[src/rtl/bin_bcd_formatter_pkg.sv]
// bin_bcd_formatter_pkg
// Purpose : shared constants, FSM state encoding and the leading-zero
//           blanking helper for the binary-to-BCD display formatter.
// Ports   : none (package).
package bin_bcd_formatter_pkg;

  localparam int BIN_W  = 27;
  localparam int DIGITS = 8;
  localparam int BCD_W  = 4 * DIGITS;
  localparam int CNT_W  = 5;

  localparam logic [BIN_W-1:0] MAX_VAL  = 27'd99_999_999;
  localparam logic [3:0]       CODE_E   = 4'hE;
  localparam logic [CNT_W-1:0] CNT_LOAD = 5'd27;

  typedef enum logic [1:0] {
    ST_IDLE   = 2'b00,
    ST_SHIFT  = 2'b01,
    ST_FORMAT = 2'b10
  } state_e;

  // Digit enables with leading-zero blanking. Walking from SEG1 (most
  // significant) towards SEG8, a digit lights once any digit at or above it
  // is nonzero or carries a decimal point; SEG8 always lights.
  // Enable bit [DIGITS-1] is SEG1, bit [0] is SEG8.
  function automatic logic [DIGITS-1:0] lz_enables(
    input logic [BCD_W-1:0]  bcd,
    input logic [DIGITS-1:0] dots
  );
    logic              seen;
    logic [DIGITS-1:0] en;
    seen = 1'b0;
    en   = {DIGITS{1'b0}};
    for (int k = 0; k < DIGITS; k++) begin
      seen = seen | (bcd[BCD_W-1-4*k -: 4] != 4'h0) | dots[DIGITS-1-k];
      en[DIGITS-1-k] = seen;
    end
    en[0] = 1'b1;
    return en;
  endfunction

endpackage

[src/rtl/bin_bcd_formatter_if.sv]
// bin_bcd_formatter_if
// Purpose : request/result bundle between a value producer and the formatter.
// Signals : in_valid/in_ready request handshake, bin value, blank_lz and
//           dot_mask display options; dat_1..dat_8 BCD digits (dat_1 = SEG1),
//           dat_en/dot_en per-digit enables, done pulse, overflow flag.
// Modports: master = value producer, slave = formatter.
interface bin_bcd_formatter_if;
  import bin_bcd_formatter_pkg::*;

  logic              in_valid;
  logic              in_ready;
  logic [BIN_W-1:0]  bin;
  logic              blank_lz;
  logic [DIGITS-1:0] dot_mask;
  logic [3:0]        dat_1;
  logic [3:0]        dat_2;
  logic [3:0]        dat_3;
  logic [3:0]        dat_4;
  logic [3:0]        dat_5;
  logic [3:0]        dat_6;
  logic [3:0]        dat_7;
  logic [3:0]        dat_8;
  logic [DIGITS-1:0] dat_en;
  logic [DIGITS-1:0] dot_en;
  logic              done;
  logic              overflow;

  modport master (
    output in_valid, bin, blank_lz, dot_mask,
    input  in_ready, dat_1, dat_2, dat_3, dat_4, dat_5, dat_6, dat_7, dat_8,
    input  dat_en, dot_en, done, overflow
  );

  modport slave (
    input  in_valid, bin, blank_lz, dot_mask,
    output in_ready, dat_1, dat_2, dat_3, dat_4, dat_5, dat_6, dat_7, dat_8,
    output dat_en, dot_en, done, overflow
  );

endinterface

[src/rtl/bcd_digit_adj.sv]
// bcd_digit_adj
// Purpose : double-dabble nibble adjust; adds 3 to a BCD nibble >= 5 so the
//           following left shift carries correctly into the next digit.
// Ports   : d_i - nibble before adjust; d_o - adjusted nibble.
module bcd_digit_adj (
  input  logic [3:0] d_i,
  output logic [3:0] d_o
);

  // Combinational add-3 adjust.
  always_comb begin
    if (d_i >= 4'd5) begin
      d_o = d_i + 4'd3;
    end else begin
      d_o = d_i;
    end
  end

endmodule

[src/rtl/bin_bcd_formatter.sv]
// bin_bcd_formatter
// Purpose : converts a 27-bit unsigned value into eight BCD digits with
//           double-dabble (one bit per clock), then applies leading-zero
//           blanking, decimal points and overflow coding, and presents all
//           results to the segment scan block in a single atomic update.
// Ports   : clk   - system clock, rising edge
//           rst_n - asynchronous active-low reset
//           bus   - bin_bcd_formatter_if slave (request in, digits out)
module bin_bcd_formatter
  import bin_bcd_formatter_pkg::*;
(
  input logic                clk,
  input logic                rst_n,
  bin_bcd_formatter_if.slave bus
);

  state_e            state_q, state_d;
  logic [CNT_W-1:0]  cnt_q, cnt_d;
  logic [BIN_W-1:0]  bin_sh_q, bin_sh_d;
  logic [BCD_W-1:0]  bcd_q, bcd_d;
  logic              blank_q, blank_d;
  logic [DIGITS-1:0] dot_cap_q, dot_cap_d;
  logic              big_q, big_d;
  logic [BCD_W-1:0]  dat_q, dat_d;
  logic [DIGITS-1:0] dat_en_q, dat_en_d;
  logic [DIGITS-1:0] dot_en_q, dot_en_d;
  logic              ovf_q, ovf_d;
  logic              done_q, done_d;
  logic              ready_q, ready_d;
  logic [BCD_W-1:0]  bcd_adj_s;

  // One add-3 adjuster per BCD digit of the accumulator.
  for (genvar g = 0; g < DIGITS; g++) begin : g_adj
    bcd_digit_adj u_adj (
      .d_i (bcd_q[4*g +: 4]),
      .d_o (bcd_adj_s[4*g +: 4])
    );
  end

  // Next-state, datapath and output update logic.
  always_comb begin
    state_d   = state_q;
    cnt_d     = cnt_q;
    bin_sh_d  = bin_sh_q;
    bcd_d     = bcd_q;
    blank_d   = blank_q;
    dot_cap_d = dot_cap_q;
    big_d     = big_q;
    dat_d     = dat_q;
    dat_en_d  = dat_en_q;
    dot_en_d  = dot_en_q;
    ovf_d     = ovf_q;
    done_d    = 1'b0;

    case (state_q)
      ST_IDLE: begin
        if (bus.in_valid) begin
          bin_sh_d  = bus.bin;
          blank_d   = bus.blank_lz;
          dot_cap_d = bus.dot_mask;
          // Overflow is decided from the raw value: the eight-digit
          // accumulator cannot represent anything above MAX_VAL.
          big_d     = (bus.bin > MAX_VAL);
          bcd_d     = {BCD_W{1'b0}};
          cnt_d     = CNT_LOAD;
          state_d   = ST_SHIFT;
        end else begin
          state_d   = ST_IDLE;
        end
      end

      ST_SHIFT: begin
        bcd_d    = {bcd_adj_s[BCD_W-2:0], bin_sh_q[BIN_W-1]};
        bin_sh_d = {bin_sh_q[BIN_W-2:0], 1'b0};
        cnt_d    = cnt_q - 5'd1;
        if (cnt_q == 5'd1) begin
          state_d = ST_FORMAT;
        end else begin
          state_d = ST_SHIFT;
        end
      end

      ST_FORMAT: begin
        done_d  = 1'b1;
        state_d = ST_IDLE;
        if (big_q) begin
          dat_d    = {DIGITS{CODE_E}};
          dat_en_d = {DIGITS{1'b1}};
          dot_en_d = {DIGITS{1'b0}};
          ovf_d    = 1'b1;
        end else begin
          dat_d    = bcd_q;
          if (blank_q) begin
            dat_en_d = lz_enables(bcd_q, dot_cap_q);
          end else begin
            dat_en_d = {DIGITS{1'b1}};
          end
          dot_en_d = dot_cap_q;
          ovf_d    = 1'b0;
        end
      end

      default: begin
        state_d = ST_IDLE;
        cnt_d   = {CNT_W{1'b0}};
      end
    endcase

    ready_d = (state_d == ST_IDLE);
  end

  // State, datapath and output registers.
  always_ff @(posedge clk or negedge rst_n) begin
    if (!rst_n) begin
      state_q   <= ST_IDLE;
      cnt_q     <= {CNT_W{1'b0}};
      bin_sh_q  <= {BIN_W{1'b0}};
      bcd_q     <= {BCD_W{1'b0}};
      blank_q   <= 1'b0;
      dot_cap_q <= {DIGITS{1'b0}};
      big_q     <= 1'b0;
      dat_q     <= {BCD_W{1'b0}};
      dat_en_q  <= {DIGITS{1'b0}};
      dot_en_q  <= {DIGITS{1'b0}};
      ovf_q     <= 1'b0;
      done_q    <= 1'b0;
      ready_q   <= 1'b1;
    end else begin
      state_q   <= state_d;
      cnt_q     <= cnt_d;
      bin_sh_q  <= bin_sh_d;
      bcd_q     <= bcd_d;
      blank_q   <= blank_d;
      dot_cap_q <= dot_cap_d;
      big_q     <= big_d;
      dat_q     <= dat_d;
      dat_en_q  <= dat_en_d;
      dot_en_q  <= dot_en_d;
      ovf_q     <= ovf_d;
      done_q    <= done_d;
      ready_q   <= ready_d;
    end
  end

  assign bus.in_ready = ready_q;
  assign bus.dat_1    = dat_q[31:28];
  assign bus.dat_2    = dat_q[27:24];
  assign bus.dat_3    = dat_q[23:20];
  assign bus.dat_4    = dat_q[19:16];
  assign bus.dat_5    = dat_q[15:12];
  assign bus.dat_6    = dat_q[11:8];
  assign bus.dat_7    = dat_q[7:4];
  assign bus.dat_8    = dat_q[3:0];
  assign bus.dat_en   = dat_en_q;
  assign bus.dot_en   = dot_en_q;
  assign bus.done     = done_q;
  assign bus.overflow = ovf_q;

endmodule
[src/flat_wrapper.sv]
// flat-port wrapper written by rule: the top's interface ports become plain ports
module bin_bcd_formatter_flat import bin_bcd_formatter_pkg::*;
  (clk, rst_n, bus_in_valid, bus_bin, bus_blank_lz, bus_dot_mask, bus_in_ready, bus_dat_1, bus_dat_2, bus_dat_3, bus_dat_4, bus_dat_5, bus_dat_6, bus_dat_7, bus_dat_8, bus_dat_en, bus_dot_en, bus_done, bus_overflow);
  bin_bcd_formatter_if bus_i ();
  input logic clk;
  input logic rst_n;
  input wire logic [$bits(bus_i.in_valid)-1:0] bus_in_valid;
  input wire logic [$bits(bus_i.bin)-1:0] bus_bin;
  input wire logic [$bits(bus_i.blank_lz)-1:0] bus_blank_lz;
  input wire logic [$bits(bus_i.dot_mask)-1:0] bus_dot_mask;
  output wire logic [$bits(bus_i.in_ready)-1:0] bus_in_ready;
  output wire logic [$bits(bus_i.dat_1)-1:0] bus_dat_1;
  output wire logic [$bits(bus_i.dat_2)-1:0] bus_dat_2;
  output wire logic [$bits(bus_i.dat_3)-1:0] bus_dat_3;
  output wire logic [$bits(bus_i.dat_4)-1:0] bus_dat_4;
  output wire logic [$bits(bus_i.dat_5)-1:0] bus_dat_5;
  output wire logic [$bits(bus_i.dat_6)-1:0] bus_dat_6;
  output wire logic [$bits(bus_i.dat_7)-1:0] bus_dat_7;
  output wire logic [$bits(bus_i.dat_8)-1:0] bus_dat_8;
  output wire logic [$bits(bus_i.dat_en)-1:0] bus_dat_en;
  output wire logic [$bits(bus_i.dot_en)-1:0] bus_dot_en;
  output wire logic [$bits(bus_i.done)-1:0] bus_done;
  output wire logic [$bits(bus_i.overflow)-1:0] bus_overflow;
  assign bus_i.in_valid = bus_in_valid;
  assign bus_i.bin = bus_bin;
  assign bus_i.blank_lz = bus_blank_lz;
  assign bus_i.dot_mask = bus_dot_mask;
  assign bus_in_ready = bus_i.in_ready;
  assign bus_dat_1 = bus_i.dat_1;
  assign bus_dat_2 = bus_i.dat_2;
  assign bus_dat_3 = bus_i.dat_3;
  assign bus_dat_4 = bus_i.dat_4;
  assign bus_dat_5 = bus_i.dat_5;
  assign bus_dat_6 = bus_i.dat_6;
  assign bus_dat_7 = bus_i.dat_7;
  assign bus_dat_8 = bus_i.dat_8;
  assign bus_dat_en = bus_i.dat_en;
  assign bus_dot_en = bus_i.dot_en;
  assign bus_done = bus_i.done;
  assign bus_overflow = bus_i.overflow;
  bin_bcd_formatter u_core (.clk(clk), .rst_n(rst_n), .bus(bus_i));
endmodule
[config.mk]
export PLATFORM = sky130hd
export DESIGN_NAME = bin_bcd_formatter_flat
export DESIGN_NICKNAME = d
export VERILOG_FILES = /design/src/rtl/bin_bcd_formatter_pkg.sv /design/src/rtl/bin_bcd_formatter_if.sv /design/src/rtl/bcd_digit_adj.sv /design/src/rtl/bin_bcd_formatter.sv /design/src/flat_wrapper.sv
export SDC_FILE = /design/constraint.sdc
export NUM_CORES = 1
export LEC_CHECK = 0
export ABC_AREA = 1
export CAP_MARGIN = 30
export CORE_ASPECT_RATIO = 0.6
export CORE_MARGIN = 2
export CORE_UTILIZATION = 58
export CTS_BUF_LIST = sky130_fd_sc_hd__clkbuf_4 sky130_fd_sc_hd__clkbuf_8 sky130_fd_sc_hd__clkbuf_16
export DETAILED_ROUTE_END_ITERATION = 10
export PLACE_DENSITY_LB_ADDON = 0.3
export SLEW_MARGIN = 10
export SYNTH_ARGS = -nofsm -noshare
export SYNTH_HDL_FRONTEND = slang
export SYNTH_SLANG_ARGS = --single-unit
[constraint.sdc]
create_clock -name clk -period 4 [get_ports clk]
set_input_delay 0.8 -clock clk [delete_from_list [all_inputs] [get_ports clk]]
set_output_delay 0.8 -clock clk [all_outputs]
set_load 0.03 [all_outputs]
==> flow_metrics.tcl, run 1 <==
set metrics [dict create \
    synth_xor_area_share_pct 1.03 \
    wl_met2_mm 7.17 \
    ys_types 31 \
    grt_pass1_vias 5074 \
    critPathLaunchType "input pin" \
    antennaDiodeCount 0 \
    grt_max_degree 75 \
    pin_count 90 \
    num_rows 28 \
    nNetsFinal 838 \
    fin_hold_ws_ns 0.275 \
    final_core_util_pct 76.3 \
    overflow 0 \
    cellPowerDensity_nw_per_um2 815 \
    rsz0062_at_grt "no" \
    slew_headroom_pct 37.6 \
    route.detailed.drc 0 \
    synth_adder_area_share_pct 5.25 \
    dp_hpwl_mm 10.1 \
    cts_buffers 17 \
    finalHoldViolCount 0 \
    outcome "finished, final reports clean" \
    cpMaxStageDelayCell "nand2_2" \
    peakVddDrop_uv 498 \
    netlist_instances 686 \
    die-area_um2 11100 \
    cts-htree-levels 4 \
    drive_above_1_share_pct 7.50 \
    worst-setup-path-type "input pin to register" \
    setup_tns_ns 0 \
    synth_most_common_cell "dfrtp_1" \
    cts.sinks 127 \
    place.port_buffers 89 \
    stdcell_area_um2 7560 \
    synth_top_family_by_area "compound AO/OA/AOI/OAI gates" \
    instances_no_fill 922 \
    num_vias 5324 \
    synthesis.nets 750 \
    grt_antenna_before_repair 0 \
    setup_viol 0 \
    yosysTopAreaCellShare_pct 52.9 \
    drtIter0Drc 576 \
    synth_mux_area_share_pct 0.567 \
    crit_path_frequent_cell "nand2_2" \
    track_usage_pct 29.3 \
    clock_path_buffers 2 \
    synth_compound_area_share_pct 17.4 \
    critPathCaptureType "register" \
    cap_violations 0 \
    area_growth_pct 26.9 \
    slowest_delay_ns 0.71 \
    required_ns 4.34 \
    gp_congestion 0.829 \
    min_period_ns 2.53 \
    fin_skew_ns 0.00848 \
    pre_cts_slack_ns 1.15 \
    min_period_over_period_pct 63.1 \
    clk_latency_ns 0.42 \
    crit_chain "clkdlybuf4s50_1 > nand2_2 > nand2_2 > buf_4 > nor2_1 > a21oi_1" \
    synth_area_um2 5960 \
    synth_top_area_cell "dfrtp_1" \
    hold_buffers 0 \
    synth_top_flop_cell "dfrtp_1" \
    ys_warn_count 0 \
    clk_pin_slew_worst_paths_ns 0.06 \
    synth_area_leaders "dfrtp_1 53%, o21ai_0 7.5%, nand2_1 6.7%" \
    synth-seq-area-share_pct 53.3 \
    synth_edf_count 0 \
    drtPass1Iterations 5 \
    synthTopCellsByCount "126 x dfrtp_1, 106 x nand2_1, 98 x nor2_1" \
    synth-seq-cells 127 \
    die_w_um 135 \
    die_y_um 82.5 \
    drv_slew 0 \
    avgSynthCellArea_um2 8.69 \
    static-leakage-power_nw 3.48 \
    start_util_pct 60.1 \
    worstMarginPinSlew_ns 0.935 \
    cts_tree "yes" \
    placed_area_um2 6950 \
    arrival_ns 2.86 \
    cts_root_buf "clkbuf_16" \
    dp.cells 889 \
    routed_wl_mm 15.4 \
    crit_fanout 41 \
    worst_slack_ns 1.47 \
    met1_length_mm 6.57 \
    maxUsedRoutingLayer "met4" \
    core_area_um2 9910 \
    ant_nets 0 \
    drt-wirelength-per-cell_um 16.8 \
    power_mw 6.17 \
    cts_setup_buffers 0 \
    async_flop_share_pct 100 \
    grt_first_pass_wirelength_mm 24.9 \
    hp-class "input pin to async pin" \
    vias_per_cell 5.77 \
    cts_resized 0 \
    max_freq_ghz 0.396 \
    synthSimpleGateAreaFrac_pct 16.0 \
    route.met3.wl_mm 1.35 \
]
==> registers in the layout, indices dropped and copies added, names as in the netlist <==
register	count
u_core.bcd_q	32
u_core.dat_q	32
u_core.bin_sh_q	27
u_core.bus.dat_en	8
u_core.bus.dot_en	8
u_core.dot_cap_q	8
u_core.cnt_q	5
u_core.state_q	2
u_core.big_q	1
u_core.blank_q	1
u_core.bus.done	1
u_core.bus.in_ready	1
u_core.bus.overflow	1
==> cells by family after synthesis <==
| group | count (synthesis) |
|---|---|
| flops | 127 |
| fa+ha+maj | 25 |
| mux | 3 |
| xor+xnor | 7 |
| buf+inv | 96 |
| compound gates | 193 |
| simple gates | 235 |
==> placed cells by master (no fill, tap or decap), drive strengths merged, types with 4 or more instances in the layout <==
cell type and n:
nor2 100, a21oi 72, clkinv 5, nand3 15, or2 5, buf 7, clkbuf 25, o22ai 11
o32ai 4, o211ai 5, dfrtp 126, inv 70, a31oi 7, o21ai 89, clkdlybuf4s50 88, ha 25
nand2 108, xor2 6
==> power by group <==
part	total [mW]	internal [mW]	leakage, nW	switching, mW
logic	2.50	0.927	1.67	1.57
clock network	1.53	0.994	0.302	0.539
registers	2.13	1.81	1.50	0.326
==> per-layer routing <==
layer | GRT usage, % | up-vias
met2 | 45.9 | 257
li1 | - | 2444
met3 | 9.10 | 44
met4 | 11.8 | 0
met5 | 0 | -
met1 | 38.6 | 2579
==> path summary, 6_finish.rpt <==
| check | depth (start not counted) | endpoint | slack (ns) | from |
|---|---|---|---|---|
| worst min-delay path | 1 | u_core.dat_q[17] | 0.28 | rst_n |
| max in group asynchronous | 3 | u_core.bcd_q[27] | 2.82 | rst_n |
| worst min register to register | 2 | u_core.dat_q[28] | 0.48 | u_core.dat_q[28] |
| worst max-delay path | 6 | u_core.bin_sh_q[16] | 1.47 | bus_in_valid |
| min in group clk | 2 | u_core.dat_q[28] | 0.48 | u_core.dat_q[28] |
| worst max register to register | 6 | u_core.bin_sh_q[24] | 1.74 | u_core.state_q[1] |
==> final cells by class <==
type                    instances  area (µm²)
inverters                      70         263
repair buffers                 95         966
well taps                     135         169
fillers                       666        2350
clock inverters                 7        85.1
flip-flops and latches        127        3180
clock buffers                  25         504
multi-input cells             463        2400
==> worst max-delay path, delay by kind of cell <==
| kind | cells | cell delay (ns) |
|---|---|---|
| AO/OA/AOI/OAI | 1 | 0.14 |
| buffers and inverters | 2 | 0.86 |
| AND/OR/NAND/NOR | 3 | 1.05 |
Note: power is estimated with default switching activity, not from simulation.
==> run 2: changes to the inputs <==
--- a/config.mk
+++ b/config.mk
@@ -9,7 +9,7 @@
 export CAP_MARGIN = 30
 export CORE_ASPECT_RATIO = 0.6
 export CORE_MARGIN = 2
-export CORE_UTILIZATION = 58
+export CORE_UTILIZATION = 54
 export CTS_BUF_LIST = sky130_fd_sc_hd__clkbuf_4 sky130_fd_sc_hd__clkbuf_8 sky130_fd_sc_hd__clkbuf_16
 export DETAILED_ROUTE_END_ITERATION = 10
 export PLACE_DENSITY_LB_ADDON = 0.3
==> constraint.sdc (replaced) <==
create_clock -name clk -period 2.6 [get_ports clk]
set_input_delay 0.52 -clock clk [delete_from_list [all_inputs] [get_ports clk]]
set_output_delay 0.52 -clock clk [all_outputs]
set_load 0.03 [all_outputs]
==> flow_metrics.tcl, run 2 (synthesis results as in run 1) <==
set metrics [dict create \
    outcome "finished, final reports clean" \
    cts_setup_buffers 0 \
    cts-htree-levels 4 \
    slew_headroom_pct 61.5 \
    max_freq_ghz 0.471 \
    clk_latency_ns 0.42 \
    overflow 0 \
    clk_pin_slew_worst_paths_ns 0.05 \
    rrSetupSlack_ns 0.72 \
    drv_slew 0 \
    power_switching_mw 3.76 \
    setup_viol 0 \
    clockPowerShare_pct 26.1 \
    area_growth_pct 28.5 \
    core_area_um2 10700 \
    r2r-end "u_core.bus.dat_en[6]" \
    grt_first_pass_wirelength_mm 25.5 \
    seq_area_um2 3180 \
    multi_input_area_um2 2400 \
    r2r_cells 8 \
    critPathLaunchType "register" \
    hold_buffers 0 \
    cts_root_buf "clkbuf_16" \
    required_ns 2.08 \
    p_comb_share_pct 40.0 \
    r2r_start "u_core.state_q[0]" \
    cap_violations 0 \
    worstMarginPinSlew_ns 0.576 \
    die_y_um 85.4 \
    drt-wirelength-per-cell_um 16.7 \
    start_util_pct 55.9 \
    track_usage_pct 27.3 \
    place.port_buffers 89 \
    cts_buffers 17 \
    fin_skew_ns 0.00971 \
    vias_per_cell 5.66 \
    route.detailed.drc 0 \
    grt_max_degree 43 \
    hp-class "input pin to async pin" \
    drive_above_1_share_pct 8.31 \
    cts_resized 0 \
    rsz0062_at_grt "no" \
    final_common_cell "dfrtp_1" \
    die-area_um2 11900 \
    p_seq_share_pct 33.8 \
    min_period_ns 2.12 \
    reg_top3 "u_core.bcd_q x32, u_core.dat_q x32, u_core.bin_sh_q x27" \
    slowest_delay_ns 0.67 \
    arrival_ns 1.60 \
    critPathCaptureType "output pin" \
    routed_wl_mm 15.6 \
    crit_fanout 1 \
    p_int_mw 5.95 \
    die_w_um 140 \
    worst_slack_ns 0.478 \
    crit_chain "clkdlybuf4s50_1" \
    dp_hpwl_mm 10.7 \
    instances_no_fill 933 \
    grt_antenna_before_repair 0 \
    gp_congestion 0.861 \
    grt_pass1_vias 5275 \
    peakVddDrop_uv 782 \
    clock_path_buffers 2 \
    min_period_over_period_pct 81.6 \
    cts_tree "yes" \
    critical-path-top-delay-family "buffers and inverters" \
    antennaDiodeCount 0 \
    worst-setup-path-type "register to output pin" \
    nNetsFinal 845 \
    pre_cts_slack_ns 0.544 \
    final_cell_mix "126 x dfrtp_1, 105 x nand2_1, 98 x nor2_1" \
    drtIter0Drc 410 \
    pin_count 90 \
    finalHoldViolCount 0 \
    cellPowerDensity_nw_per_um2 1270 \
    num_rows 29 \
    cp.buffers_inverters 1 \
    cts.sinks 127 \
    drtPass1Iterations 5 \
    cpMaxStageDelayCell "clkdlybuf4s50_1" \
    static-leakage-power_nw 3.52 \
    switching_share_pct 38.7 \
    nFillCells 781 \
    num_vias 5280 \
    ant_nets 0 \
    dp.cells 901 \
    setup_tns_ns 0 \
]
run 2: per-layer routing:
layer / wire length (µm) / track usage, % / vias up
met1: 6970 / 37.1 / 2547
met2: 7180 / 41.8 / 236
met5: 0 / 0 / -
met3: 1120 / 7.34 / 37
met4: 301 / 12.1 / 0
li1: - / - / 2460
run 2: power by group through the flow:
| stage | Combinational [mW] | Clock [mW] | Sequential, mW |
|---|---|---|---|
| global route | 4.30 | 2.65 | 3.36 |
| CTS | 3.86 | 2.55 | 3.27 |
| finish | 3.89 | 2.53 | 3.29 |
| detailed placement | 3.79 | 0 | 3.28 |
| global placement | 3.59 | 0 | 3.23 |
| floorplan | 2.19 | 0 | 3.59 |
run 2: cell type report:
cell class | instances | share of cell area (%)
clock inverter | 7 | 1.76
tap | 139 | 2.27
inverter | 70 | 3.43
clock buffer | 25 | 6.50
multi-input combinational | 463 | 31.3
timing repair buffer | 102 | 13.2
sequential | 127 | 41.5
run 2: metrics by stage:
step / cell area (µm²) / power, mW / utilization, % / hold WS [ns]
2_1_floorplan: 5960 / 5.78 / - / 0.224
3_3_place_gp: 7030 / 6.83 / 65.9 / 0.453
3_5_place_dp: 7030 / 7.07 / 65.9 / 0.461
4_1_cts: 7660 / 9.68 / 71.8 / 0.106
5_1_grt: 7660 / 10.3 / 71.8 / 0.136
6_report: 7660 / 9.71 / 71.8 / 0.0957
run 2: worst max path at each step:
stage,cells after the start,to,from
final,1,bus_in_ready,u_core.bus.in_ready
after global routing,1,bus_in_ready,u_core.bus.in_ready
after CTS,1,bus_in_ready,u_core.bus.in_ready
after detailed placement,7,u_core.dot_cap_q[7],bus_in_valid
after global placement,7,u_core.dot_cap_q[7],bus_in_valid
after floorplan,8,u_core.bcd_q[17],u_core.bcd_q[16]
